<file path="src/rtl/pdm_cic_decimator.sv">
// pdm_cic_decimator
//   PDM microphone front end: generates the microphone bit clock, captures the
//   1-bit PDM stream and decimates it with a 3rd-order CIC filter. It delivers
//   signed 16-bit PCM samples on a valid/ready stream.
//
// Ports
//   clk           system clock (PLL output, 120 MHz)
//   rst           asynchronous, active-high reset
//   en            capture enable; low holds the divider and clears the filter
//   pdm_clk       microphone bit clock (registered)
//   pdm_dat       microphone data, already synchronised
//   sample_data   signed PCM sample
//   sample_valid  sample_data holds an undelivered sample
//   sample_ready  downstream accepts the sample
//   overrun       sticky: a sample was dropped because the held one was not taken
//   drop_count    (PDM_DROP_CNT_EN only) saturating count of dropped samples
//
// Build option
//   PDM_DROP_CNT_EN  adds the drop_count port and its counter.
module pdm_cic_decimator #(
  parameter int unsigned CLK_DIV      = 40,
  parameter int unsigned SAMPLE_PHASE = 39,
  parameter int unsigned DECIM_LOG2   = 6
) (
  input  logic        clk,
  input  logic        rst,
  input  logic        en,
  output logic        pdm_clk,
  input  logic        pdm_dat,
  output logic [15:0] sample_data,
  output logic        sample_valid,
  input  logic        sample_ready,
  output logic        overrun
`ifdef PDM_DROP_CNT_EN
  ,
  output logic [15:0] drop_count
`endif
);

  localparam int unsigned ACC_W = 3 * DECIM_LOG2 + 2;
  localparam int unsigned SHIFT = 3 * DECIM_LOG2 - 15;
  localparam int unsigned DIV_W = $clog2(CLK_DIV);

  localparam logic [DIV_W-1:0] DIV_LAST = DIV_W'(CLK_DIV - 1);
  localparam logic [DIV_W-1:0] DIV_HALF = DIV_W'(CLK_DIV / 2);
  localparam logic [DIV_W-1:0] DIV_CAP  = DIV_W'(SAMPLE_PHASE);

  localparam logic signed [ACC_W-1:0] PCM_MAX = ACC_W'(32767);
  localparam logic signed [ACC_W-1:0] PCM_MIN = ACC_W'(-32768);

  localparam logic [1:0] WARM_DONE = 2'd3;

  logic [DIV_W-1:0]        div_cnt;
  logic [DIV_W-1:0]        div_next;
  logic                    capture;
  logic [DECIM_LOG2-1:0]   dec_cnt;
  logic                    strobe;
  logic [1:0]              warm_cnt;

  logic signed [ACC_W-1:0] x_in;
  logic signed [ACC_W-1:0] int1, int2, int3;
  logic signed [ACC_W-1:0] dly1, dly2, dly3;
  logic signed [ACC_W-1:0] c1, c2, c3;
  logic signed [ACC_W-1:0] scaled;
  logic [15:0]             pcm;
  logic                    new_sample;

  always_comb begin
    div_next   = (div_cnt == DIV_LAST) ? '0 : div_cnt + 1'b1;
    capture    = en && (div_cnt == DIV_CAP);
    x_in       = pdm_dat ? ACC_W'(1) : '1;

    c1         = int3 - dly1;
    c2         = c1 - dly2;
    c3         = c2 - dly3;

    scaled     = c3 >>> SHIFT;
    if (scaled > PCM_MAX) begin
      pcm = 16'h7FFF;
    end else if (scaled < PCM_MIN) begin
      pcm = 16'h8000;
    end else begin
      pcm = scaled[15:0];
    end

    new_sample = en && strobe && (warm_cnt == WARM_DONE);
  end

  // pdm_clk is registered from the value div_cnt is about to take, so the
  // registered clock tracks div_cnt with no extra cycle of skew.
  always_ff @(posedge clk or posedge rst) begin
    if (rst) begin
      div_cnt <= '0;
      pdm_clk <= 1'b0;
    end else if (!en) begin
      div_cnt <= '0;
      pdm_clk <= 1'b0;
    end else begin
      div_cnt <= div_next;
      pdm_clk <= (div_next < DIV_HALF);
    end
  end

  // CIC integrators run at the bit rate; the combs run once per window on the
  // cycle after the window's last capture, when int3 already includes it.
  always_ff @(posedge clk or posedge rst) begin
    if (rst) begin
      dec_cnt  <= '0;
      strobe   <= 1'b0;
      warm_cnt <= '0;
      int1     <= '0;
      int2     <= '0;
      int3     <= '0;
      dly1     <= '0;
      dly2     <= '0;
      dly3     <= '0;
    end else if (!en) begin
      dec_cnt  <= '0;
      strobe   <= 1'b0;
      warm_cnt <= '0;
      int1     <= '0;
      int2     <= '0;
      int3     <= '0;
      dly1     <= '0;
      dly2     <= '0;
      dly3     <= '0;
    end else begin
      strobe <= capture && (dec_cnt == '1);
      if (capture) begin
        dec_cnt <= dec_cnt + 1'b1;
        int1    <= int1 + x_in;
        int2    <= int2 + int1;
        int3    <= int3 + int2;
      end
      if (strobe) begin
        dly1 <= int3;
        dly2 <= c1;
        dly3 <= c2;
        // The first results after a restart come from a partly filled comb
        // history and are discarded.
        if (warm_cnt != WARM_DONE) begin
          warm_cnt <= warm_cnt + 2'd1;
        end
      end
    end
  end

  always_ff @(posedge clk or posedge rst) begin
    if (rst) begin
      sample_data  <= '0;
      sample_valid <= 1'b0;
      overrun      <= 1'b0;
`ifdef PDM_DROP_CNT_EN
      drop_count   <= '0;
`endif
    end else begin
      if (new_sample) begin
        if (sample_valid && !sample_ready) begin
          overrun <= 1'b1;
`ifdef PDM_DROP_CNT_EN
          if (drop_count != 16'hFFFF) begin
            drop_count <= drop_count + 16'd1;
          end
`endif
        end else begin
          sample_data  <= pcm;
          sample_valid <= 1'b1;
        end
      end else if (sample_ready) begin
        sample_valid <= 1'b0;
      end
    end
  end

endmodule

</file>
<file path="config.mk">
export PLATFORM = sky130hd
export DESIGN_NAME = pdm_cic_decimator
export DESIGN_NICKNAME = d
export VERILOG_FILES = /design/src/rtl/pdm_cic_decimator.sv
export SDC_FILE = /design/constraint.sdc
export NUM_CORES = 1
export LEC_CHECK = 0
export CAP_MARGIN = 20
export CORE_MARGIN = 2
export CORE_UTILIZATION = 50
export DETAILED_ROUTE_END_ITERATION = 10
export PLACE_DENSITY_LB_ADDON = 0.12
export SLEW_MARGIN = 20
export SYNTH_ARGS = -nofsm -noshare
export SYNTH_HDL_FRONTEND = slang
export SYNTH_SLANG_ARGS = --single-unit
</file>
<file path="constraint.sdc">
create_clock -name clk -period 5.9 [get_ports clk]
set_input_delay 1.18 -clock clk [delete_from_list [all_inputs] [get_ports clk]]
set_output_delay 1.18 -clock clk [all_outputs]
set_load 0.05 [all_outputs]
</file>
# Word level (Yosys, flattened, before mapping)
# Index checks and enable logic that the tools add are counted.
# op_classes
n_reduce_logical	11
eq_ne	8
n_addsub	9
muxes	27
order_cmp	3
bitwise_logic	1
# op_table
operator	count
two-way mux 20 bit	13
adder 20 bit	3
subtractor 20 bit	3
two-way mux 16 bit	2
two-way mux 6 bit	4
greater-than comparator 17 x 16 -> 1 bit (second input constant)	1
less-than comparator 17 x 16 -> 1 bit (second input constant)	1
adder 6 x 1 -> 6 bit (second input constant)	2
equality test 6 bit (second input constant)	2
AND reduction 2 bit	4
less-than comparator 6 x 5 -> 1 bit (second input constant)	1
two-way mux 2 bit	3
!= test 2 x 1 -> 1 bit (second input constant)	3
logical AND 1 bit	5
two-way mux 1 bit	5
!= test 2 bit (second input constant)	2
adder 2 x 1 -> 2 bit (second input constant)	1
equality test 2 bit (second input constant)	1
nonzero test 2 bit	1
logical NOT 1 bit	1
inverter 1 bit	1
# word_totals
output_inout_bits	19
wordCells	73
ff_bits	154
input_bits	5

# Longest topological paths before layout
# Gate-level depths: netlist of the first run.
# logic_depth
depth_word	6
ltp_mapped	30
mapped_depth_nobuf	29

# Worst setup path after synthesis of the first run
# OpenSTA, ideal clock, no wires.
# synth_path
kind	flip-flop to flip-flop
start	reg int3[0]
end	reg sample_data[1]
path_buffers	0
period_less_slack_ns	5.905
path_stages_with_launch	30
setup_ns	0.094
setup_slack_ns	-0.005
t_required_ns	5.806
t_arrival_ns	5.811
path_cell_list	dfrtp_1 -> inv_1 -> ha_1 -> inv_1 -> fa_1 -> a21o_1 -> a21oi_1 -> o21bai_1 -> a21oi_1 -> o21ai_0 -> a31o_2 -> a21oi_1 -> xnor2_1 -> ha_1 -> or3_1 -> o21ai_0 -> a21oi_1 -> a21o_1 -> a21oi_1 -> xnor2_1 -> ha_1 -> o21ai_0 -> nor2_1 -> o41ai_1 -> o21ai_0 -> o21a_1 -> nor3_2 -> nor3_1 -> mux2_2 -> a211oi_1
# synth_between
elab_chain_cells	6
elab_cells_between_ends	7
cone_classes	add/sub: 3; order compare: 2; mux: 2
# synth_lines
item	line	source
start: declaration	61	logic signed [ACC_W-1:0] int1, int2, int3;
start signal: assignment	133	int3 <= int3 + int2;
subtractor 20 bit *	73	c1 = int3 - dly1;
subtractor 20 bit *	74	c2 = c1 - dly2;
subtractor 20 bit *	75	c3 = c2 - dly3;
less-than comparator 17 x 16 -> 1 bit	80	end else if (scaled < PCM_MIN) begin
two-way mux 16 bit	80	
two-way mux 16 bit *	78	if (scaled > PCM_MAX) begin
end signal: assignment	166	sample_data <= pcm;
end: declaration	30	output logic [15:0] sample_data,
# Mark *: on every way between the ends. The rest lies on a longest branch, timed or not.
# A chain may end at the register's enable or synchronous reset.

# Worst setup path after layout of the first run
# layout_path
start	reg int3[0]
end	reg sample_data[15]
# Same word-level chain as after synthesis.

==> results of run 1 <==
==> placed cells by master (no fill, tap or decap), drive strengths merged, types with 58 or more instances in the layout <==
master  count
a21oi      86
dfrtp     154
ha        115
inv        96
mux2i      58
nand2     117
nor2       82
nor2b      59
o21ai      79
xnor2      59
==> report_power, final <==
group          switching, mW  internal [mW]
combinational         0.0523         0.0223
sequential           0.00152           1.06
clock                  0.476          0.634
==> worst paths after layout <==
path,start,endpoint,slack [ns],cells past startpoint
min in group asynchronous,rst,pdm_clk,1.28,2
max,int3[0],sample_data[15],0.38,30
min reg2reg,div_cnt[0],div_cnt[0],0.47,1
min,div_cnt[0],div_cnt[0],0.47,1
max reg2reg,int3[0],sample_data[15],0.38,30
max in group asynchronous,rst,int1[8],3.61,3
==> state kept, by name, summed over array words and instances (netlist names), 2 cells and up <==
register,flops
div_cnt,6
dec_cnt,6
sample_data,16
int1,20
dly3,20
dly1,20
warm_cnt,2
int2,20
int3,20
dly2,20
==> repair_timing <==
action / 4_1_cts / 5_1_grt
endpoints found under the setup margin: 16 / 16
gates resized for setup: 7 / 56
pin swaps: 0 / 34
setup buffers: 0 / 4
==> cell families after synthesis <==
| kind of cell | Yosys count | synth area share |
|---|---|---|
| AND/OR/NAND/NOR | 446 | 0.187 |
| AO/OA/AOI/OAI | 361 | 0.202 |
| flip-flops | 154 | 0.319 |
| buffers and inverters | 139 | 0.0439 |
| adder cells (fa/ha/maj) | 120 | 0.127 |
| XOR/XNOR | 92 | 0.0682 |
| multiplexers | 62 | 0.0521 |
==> routing by layer <==
metal / wire length (um) / vias up
li1: - / 5000
met1: 12000 / 4502
met2: 12600 / 81
met3: 415 / 23
met4: 337 / 0
met5: 0 / -
==> through the flow <==
step	TNS (ns)	utilization	setup WS (ns)
2_1_floorplan	-0.00536	-	-0.00458
3_3_place_gp	-1.07	0.547	-0.155
3_5_place_dp	-2.29	0.547	-0.243
4_1_cts	0	0.573	0.0376
5_1_grt	-0.545	0.585	-0.0827
6_report	0	0.585	0.381
==> cell type report <==
class / instances / area share
multi-input cells: 1081 / 0.577
flip-flops and latches: 154 / 0.279
repair buffers: 79 / 0.0478
clock buffers: 18 / 0.0311
well taps: 319 / 0.0289
inverters: 89 / 0.0246
clock inverters: 14 / 0.0114
==> worst max-delay path, delay by kind of cell (launching register included) <==
kind	cells	cell delay, ns
mux	1	0.28
fa+ha+maj	4	0.98
flops	1	0.39
simple gates	3	0.70
xor+xnor	3	0.31
compound gates	15	2.30
buf+inv	4	0.42
==> impl_metrics.py, run 1 <==
metrics = {
    "power": {
        "p_total_mw": 2.24,
        "power_density_mw_per_mm2": 163,
        "ir_drop_uv": 168,
        "p_leak_nw": 6.27,
    },
    "grt": {
        "grt.overflow.total": 0,
        "grt_use_met3": 0.0297,
        "grt_pass1_wl_um": 44200,
        "grt_use_met1": 0.263,
        "track_usage": 0.206,
        "grt_max_degree": 103,
        "first_global_vias": 9417,
        "antenna_found_initial": 0,
        "busiest_layer": "met2",
        "grtUsageMet2": 0.366,
    },
    "synth": {
        "yosys-top-cells-area": "dfrtp_1, ha_1, mux2i_1",
        "async_flop_share": 1.00,
        "synth_area_leader_cell": "dfrtp_1",
        "avgSynthCellArea_um2": 8.79,
        "ys_seq_area_frac": 0.319,
        "yosysWarningCount": 0,
        "ys_seq_elements": 154,
        "yosysUniqueCellTypes": 72,
        "ys.flop_type": "dfrtp_1",
        "synthTopCellsByCount": "dfrtp_1, nand2_1, ha_1",
        "yosysTopAreaCellShare": 0.319,
        "synthCells": 1374,
        "synth.net_count": 1499,
        "synth_area_mm2": 0.0121,
        "synth.most_common_cell": "dfrtp_1",
        "synth-edff-count": 0,
    },
    "timing": {
        "fin_worst_skew_ns": 0.0116,
        "report.final.slew_viol_count": 0,
        "setup_viol": 0,
        "rsz0062_at_grt": "yes",
        "slew_headroom": 0.364,
        "min_period_ns": 5.52,
        "max_clock_freq_mhz": 181,
        "max_slew.worst_pin.slew_ns": 0.954,
        "holdWs_ns": 0.468,
        "hold_violations": 0,
        "fin_crit_sh": 0.935,
    },
    "finish": {
        "multi_input_area_mm2": 0.00796,
        "finalNonFillerCells": 1754,
        "num_antenna_cells": 0,
        "area_growth_pct": 14.2,
        "fill_cells": 2101,
        "drive_above_1_share": 0.113,
        "nets": 1547,
        "final-seq-area_mm2": 0.00386,
        "stdcell_area_mm2": 0.0138,
    },
    "detailed_routing": {
        "drtPass1Iterations": 5,
        "detail_route.wl_per_cell_um": 14.5,
        "drc": 0,
        "first_iter_violations": 388,
        "drt-total-wl_um": 25400,
        "ant_nets": 0,
        "vias": 9606,
        "via_per_inst": 5.48,
    },
    "floorplanning": {
        "die_x_um": 159,
        "io_pins": 24,
        "core.rowCount": 56,
        "chipHeight_um": 159,
        "start_util": 0.512,
        "dieArea_mm2": 0.0254,
        "fp.coreArea_mm2": 0.0236,
    },
    "placed_design": {
        "placed_cell_area_mm2": 0.0129,
        "portBuffers": 23,
        "gp_congestion": 0.860,
        "hpwl_um": 18300,
        "place_inst": 1718,
    },
    "setup_path": {
        "critPathSlowestCell": "dfrtp_1",
        "worstPathArrival_ns": 5.83,
        "startpoint_type": "flip-flop",
        "cp-end-kind": "flip-flop",
        "critPathMaxStageDelay_ns": 0.39,
        "crit_fanout": 9,
        "worst_ep_required_time_ns": 6.21,
        "crit_top_cell": "a21oi_2",
        "crit_type": "reg -> reg",
    },
    "worst_hold_path": {
        "min_path_type": "reg -> reg",
    },
    "clocking": {
        "cts_buffers": 17,
        "clock_sinks": 154,
        "cts_max_level": 4,
        "cts_tree": "done",
        "cts_max_path_buffers": 2,
        "cts_root_buf": "clkbuf_16",
        "hold_buffers": 0,
        "clkTransAtPathRegs_ns": 0.07,
        "insertion_delay_ns": 0.43,
    },
    "run_status": {
        "status": "completed",
    },
    "job": {
        "drv_cap": 0,
    },
}
No activity file was read; power rests on OpenSTA's default activity.
==> run 2: changes to the inputs <==
--- a/config.mk
+++ b/config.mk
@@ -9,7 +9,8 @@
 export CORE_MARGIN = 2
 export CORE_UTILIZATION = 50
 export DETAILED_ROUTE_END_ITERATION = 10
-export PLACE_DENSITY_LB_ADDON = 0.12
+export GPL_ROUTABILITY_DRIVEN = 0
+export PLACE_DENSITY = 0.66
 export SLEW_MARGIN = 20
 export SYNTH_ARGS = -nofsm -noshare
 export SYNTH_HDL_FRONTEND = slang
==> constraint.sdc (replaced) <==
create_clock -name clk -period 6.4 [get_ports clk]
set_input_delay 1.28 -clock clk [delete_from_list [all_inputs] [get_ports clk]]
set_output_delay 1.28 -clock clk [all_outputs]
set_load 0.05 [all_outputs]
==> impl_metrics.py, run 2 (same netlist as run 1, synthesis figures left out) <==
metrics = {
    "setup_path": {
        "cp-end-kind": "flip-flop",
        "worst_ep_required_time_ns": 6.70,
        "crit_type": "reg -> reg",
        "worstPathArrival_ns": 6.23,
        "critPathSlowestCell": "dfrtp_1",
        "crit_fanout": 7,
        "critPathMaxStageDelay_ns": 0.42,
        "startpoint_type": "flip-flop",
    },
    "grt": {
        "antenna_found_initial": 0,
        "busiest_layer": "met2",
        "grt_pass1_wl_um": 42700,
        "grt_max_degree": 97,
        "grtUsageMet2": 0.347,
        "first_global_vias": 9242,
        "grt_use_met3": 0.0315,
        "grt.overflow.total": 0,
        "track_usage": 0.197,
        "grt_use_met1": 0.251,
    },
    "detailed_routing": {
        "drc": 0,
        "ant_nets": 0,
        "drt-total-wl_um": 24400,
        "via_per_inst": 5.50,
        "detail_route.wl_per_cell_um": 14.2,
        "drtPass1Iterations": 5,
        "vias": 9441,
        "first_iter_violations": 343,
    },
    "power": {
        "power_density_mw_per_mm2": 158,
        "ir_drop_uv": 157,
        "p_leak_nw": 6.07,
    },
    "floorplanning": {
        "die_x_um": 159,
        "chipHeight_um": 159,
        "start_util": 0.512,
        "fp.coreArea_mm2": 0.0236,
        "io_pins": 24,
        "dieArea_mm2": 0.0254,
        "core.rowCount": 56,
    },
    "finish": {
        "final_cell_mix": "dfrtp_1, nand2_1, ha_1",
        "final_common_cell": "dfrtp_1",
        "num_antenna_cells": 0,
        "final_util": 0.566,
        "area_growth_pct": 10.6,
        "drive_above_1_share": 0.0709,
        "fill_cells": 2110,
        "nets": 1508,
    },
    "clocking": {
        "clock_sinks": 154,
        "cts_root_buf": "clkbuf_16",
        "cts_buffers": 17,
        "cts_max_path_buffers": 2,
        "cts_max_level": 4,
        "clkTransAtPathRegs_ns": 0.08,
        "insertion_delay_ns": 0.43,
        "cts_tree": "done",
    },
    "timing": {
        "tns_ns": 0,
        "fin_worst_skew_ns": 0.0179,
        "hold_violations": 0,
        "slew_headroom": 0.417,
        "min_period_ns": 5.92,
        "rsz0062_at_grt": "no",
        "fin_crit_sh": 0.926,
        "report.final.slew_viol_count": 0,
        "max_clock_freq_mhz": 169,
        "setup_viol": 0,
        "max_slew.worst_pin.slew_ns": 0.874,
    },
    "placed_design": {
        "hpwl_um": 17800,
        "portBuffers": 23,
    },
    "worst_hold_path": {
        "min_path_type": "reg -> reg",
    },
    "run_status": {
        "status": "completed",
    },
    "job": {
        "drv_cap": 0,
    },
}
==> run 2: repair_timing <==
item	in CTS	in global routing
endpoints found under the setup margin	10	16
pin swaps	0	5
hold buffers	0	0
gates resized for setup	3	19
buffers inserted	0	0
==> run 2: per-stage QoR <==
step	hold slack, ns	std cells	area (um^2)	power, mW	setup slack, ns
floorplan	0.431	1374	12100	1.05	0.495
global placement	0.451	1683	12700	1.06	0.0298
detailed placement	0.450	1683	12700	1.06	-0.152
CTS	0.461	1715	13300	2.14	-0.0116
global route	0.484	1715	13400	2.19	0.0190
finish	0.457	1715	13400	2.11	0.476
==> run 2: worst paths after layout <==
path,end,from,cells after the start,slack [ns]
max,sample_data[0],int3[0],30,0.48
min,div_cnt[0],div_cnt[0],1,0.46
max reg2reg,sample_data[0],int3[0],30,0.48
min reg2reg,div_cnt[0],div_cnt[0],1,0.46
max in group asynchronous,dly2[15],rst,3,4.02
min in group asynchronous,dly2[0],rst,2,1.36
==> run 2: worst max-delay path, delay by kind of cell (launching register included) <==
kind	cells	cell delay (ns)
and+or+nand+nor	5	1.01
DFF	1	0.42
buffers and inverters	3	0.28
AOI/OAI and AO/OA	14	2.30
xor gates and xnor gates	3	0.41
muxes	1	0.30
adders and majority gates	4	1.08
==> run 2: layout make-up <==
class | instances | area [um^2] | area share
Clock buffer | 17 | 425 | 0.0318
Clock inverter | 15 | 203 | 0.0152
Inverter | 89 | 339 | 0.0254
Tap cell | 319 | 399 | 0.0299
Timing Repair Buffer | 40 | 355 | 0.0266
Sequential cell | 154 | 3860 | 0.289
Multi-Input combinational cell | 1081 | 7790 | 0.583
==> run 2: routing by layer <==
metal | vias up | share of wire
met4 | 0 | 0.015
met2 | 76 | 0.50
met3 | 24 | 0.018
met1 | 4423 | 0.47
met5 | - | 0
li1 | 4918 | -
==> run 2: power by group <==
| group | internal [mW] | switching (mW) | total, mW |
|---|---|---|---|
| clock network | 0.599 | 0.470 | 1.07 |
| registers | 0.975 | 0.00128 | 0.976 |
| logic | 0.0201 | 0.0474 | 0.0676 |
==> run 3: changes to the inputs <==
--- a/config.mk
+++ b/config.mk
@@ -7,10 +7,10 @@
 export LEC_CHECK = 0
 export CAP_MARGIN = 20
 export CORE_MARGIN = 2
-export CORE_UTILIZATION = 50
+export CORE_UTILIZATION = 65
 export DETAILED_ROUTE_END_ITERATION = 10
 export GPL_ROUTABILITY_DRIVEN = 0
-export PLACE_DENSITY = 0.66
+export PLACE_DENSITY_LB_ADDON = 0.25
 export SLEW_MARGIN = 20
 export SYNTH_ARGS = -nofsm -noshare
 export SYNTH_HDL_FRONTEND = slang
==> impl_metrics.py, run 3 (same netlist as run 1, synthesis figures left out) <==
metrics = {
    "run_status": {
        "status": "completed",
    },
    "timing": {
        "tns_ns": 0,
        "slew_headroom": 0.436,
        "min_period_ns": 6.03,
        "max_slew.worst_pin.slew_ns": 0.846,
        "hold_violations": 0,
        "fin_worst_skew_ns": 0.0132,
        "max_clock_freq_mhz": 166,
        "fin_crit_sh": 0.942,
        "holdWs_ns": 0.458,
        "report.final.slew_viol_count": 0,
        "setup_viol": 0,
    },
    "finish": {
        "final_util": 0.729,
        "fill_cells": 1329,
        "final_common_cell": "dfrtp_1",
        "final_cell_mix": "dfrtp_1, nand2_1, ha_1",
        "nets": 1506,
        "area_growth_pct": 9.06,
        "final-seq-area_mm2": 0.00386,
        "num_antenna_cells": 0,
        "drive_above_1_share": 0.0667,
        "stdcell_area_mm2": 0.0132,
        "multi_input_area_mm2": 0.00777,
    },
    "clocking": {
        "cts_max_path_buffers": 2,
        "cts_tree": "done",
        "cts_root_buf": "clkbuf_16",
        "hold_buffers": 0,
        "post_cts_buffers": 0,
        "cts_max_level": 4,
        "insertion_delay_ns": 0.44,
        "clock_sinks": 154,
        "cts_buffers": 17,
        "clkTransAtPathRegs_ns": 0.07,
    },
    "detailed_routing": {
        "vias": 9729,
        "drc": 0,
        "first_iter_violations": 486,
        "drtPass1Iterations": 6,
        "detail_route.wl_per_cell_um": 15.2,
        "drt-total-wl_um": 24700,
        "ant_nets": 0,
        "via_per_inst": 5.99,
    },
    "setup_path": {
        "worst_ep_required_time_ns": 6.76,
        "crit_type": "reg -> reg",
        "cp-end-kind": "flip-flop",
        "critPathMaxStageDelay_ns": 0.41,
        "critPathSlowestCell": "dfrtp_1",
        "crit_fanout": 9,
        "r2r_slack_ns": 0.37,
        "startpoint_type": "flip-flop",
        "worstPathArrival_ns": 6.38,
    },
    "grt": {
        "antenna_found_initial": 0,
        "grt.overflow.total": 0,
        "grt_pass1_wl_um": 43000,
        "track_usage": 0.261,
        "grt_max_degree": 95,
        "first_global_vias": 9441,
    },
    "power": {
        "intPower_mw": 1.55,
        "switching_share": 0.247,
        "power.share.sequential": 0.475,
        "p_total_mw": 2.05,
        "power_switching_mw": 0.508,
        "p_leak_nw": 6.05,
        "comb_power_share": 0.033,
        "ir_drop_uv": 163,
        "power_density_mw_per_mm2": 156,
        "clkPwrFrac": 0.492,
    },
    "placed_design": {
        "portBuffers": 23,
        "placed_cell_area_mm2": 0.0125,
        "hpwl_um": 17400,
    },
    "floorplanning": {
        "core.rowCount": 49,
        "io_pins": 24,
        "start_util": 0.668,
        "die_x_um": 140,
        "fp.coreArea_mm2": 0.0181,
        "dieArea_mm2": 0.0197,
        "chipHeight_um": 140,
    },
    "worst_hold_path": {
        "min_path_type": "reg -> reg",
    },
    "job": {
        "drv_cap": 0,
    },
}
==> run 3: cell types whose count changed in the layout (fill, tap and decap cells not counted), sizes merged <==
| cell | delta |
|---|---|
| buf | -2 |
| bufinv | -1 |
| clkinv | +1 |
| clkinvlp | -1 |
| inv | +1 |
==> run 3: area by class of cell <==
cell class	instances	area share
well taps	229	0.0217
repair buffers	38	0.0261
clock inverters	15	0.0117
inverters	89	0.0257
flip-flops and latches	154	0.293
clock buffers	17	0.0323
multi-input cells	1081	0.590
==> run 3: path summary, 6_finish.rpt <==
check | start | endpoint | cells after the start
setup / recovery | int3[0] | sample_data[1] | 30
hold / removal | div_cnt[0] | div_cnt[0] | 1
setup reg to reg | int3[0] | sample_data[1] | 30
hold reg to reg | div_cnt[0] | div_cnt[0] | 1
max in group asynchronous | rst | strobe | 3
min in group asynchronous | rst | dly3[0] | 2
==> run 3: power groups by stage <==
stage / Combinational, mW / Sequential (mW) / Clock, mW
global route: 0.0774 / 0.976 / 1.06
floorplan: 0.0497 / 0.996 / 0
finish: 0.0672 / 0.976 / 1.01
global placement: 0.0678 / 0.995 / 0
CTS: 0.0690 / 0.976 / 1.02
detailed placement: 0.0691 / 0.995 / 0
==> run 3: routing by layer <==
metal	global-route usage	wire length [um]	part of all wire
met3	0.0373	682	0.028
met4	0.0835	525	0.021
met5	0	0	0
met1	0.321	11000	0.45
met2	0.471	12500	0.51
==> run 3: repair_timing <==
action | in CTS | in global routing
endpoints found under the setup margin | 8 | 16
pin swaps | 0 | 1
resized for setup | 3 | 14
hold endpoints to repair | 0 | 0
==> run 3: critical path, delay by kind of cell (launching register included) <==
kind | cells | cell delay (ns)
AOI/OAI and AO/OA | 16 | 2.86
adders and majority gates | 4 | 1.09
and+or+nand+nor | 4 | 0.69
DFF | 1 | 0.41
buffers and inverters | 3 | 0.34
muxes | 1 | 0.30
xor gates and xnor gates | 2 | 0.27
==> run 3: through the flow <==
stage	worst slack, ns	instances
5_1_grt	-0.0845	1623
6_report	0.372	1623
2_1_floorplan	0.495	1374
3_5_place_dp	-0.0714	1591
4_1_cts	0.0254	1623
3_3_place_gp	0.114	1591
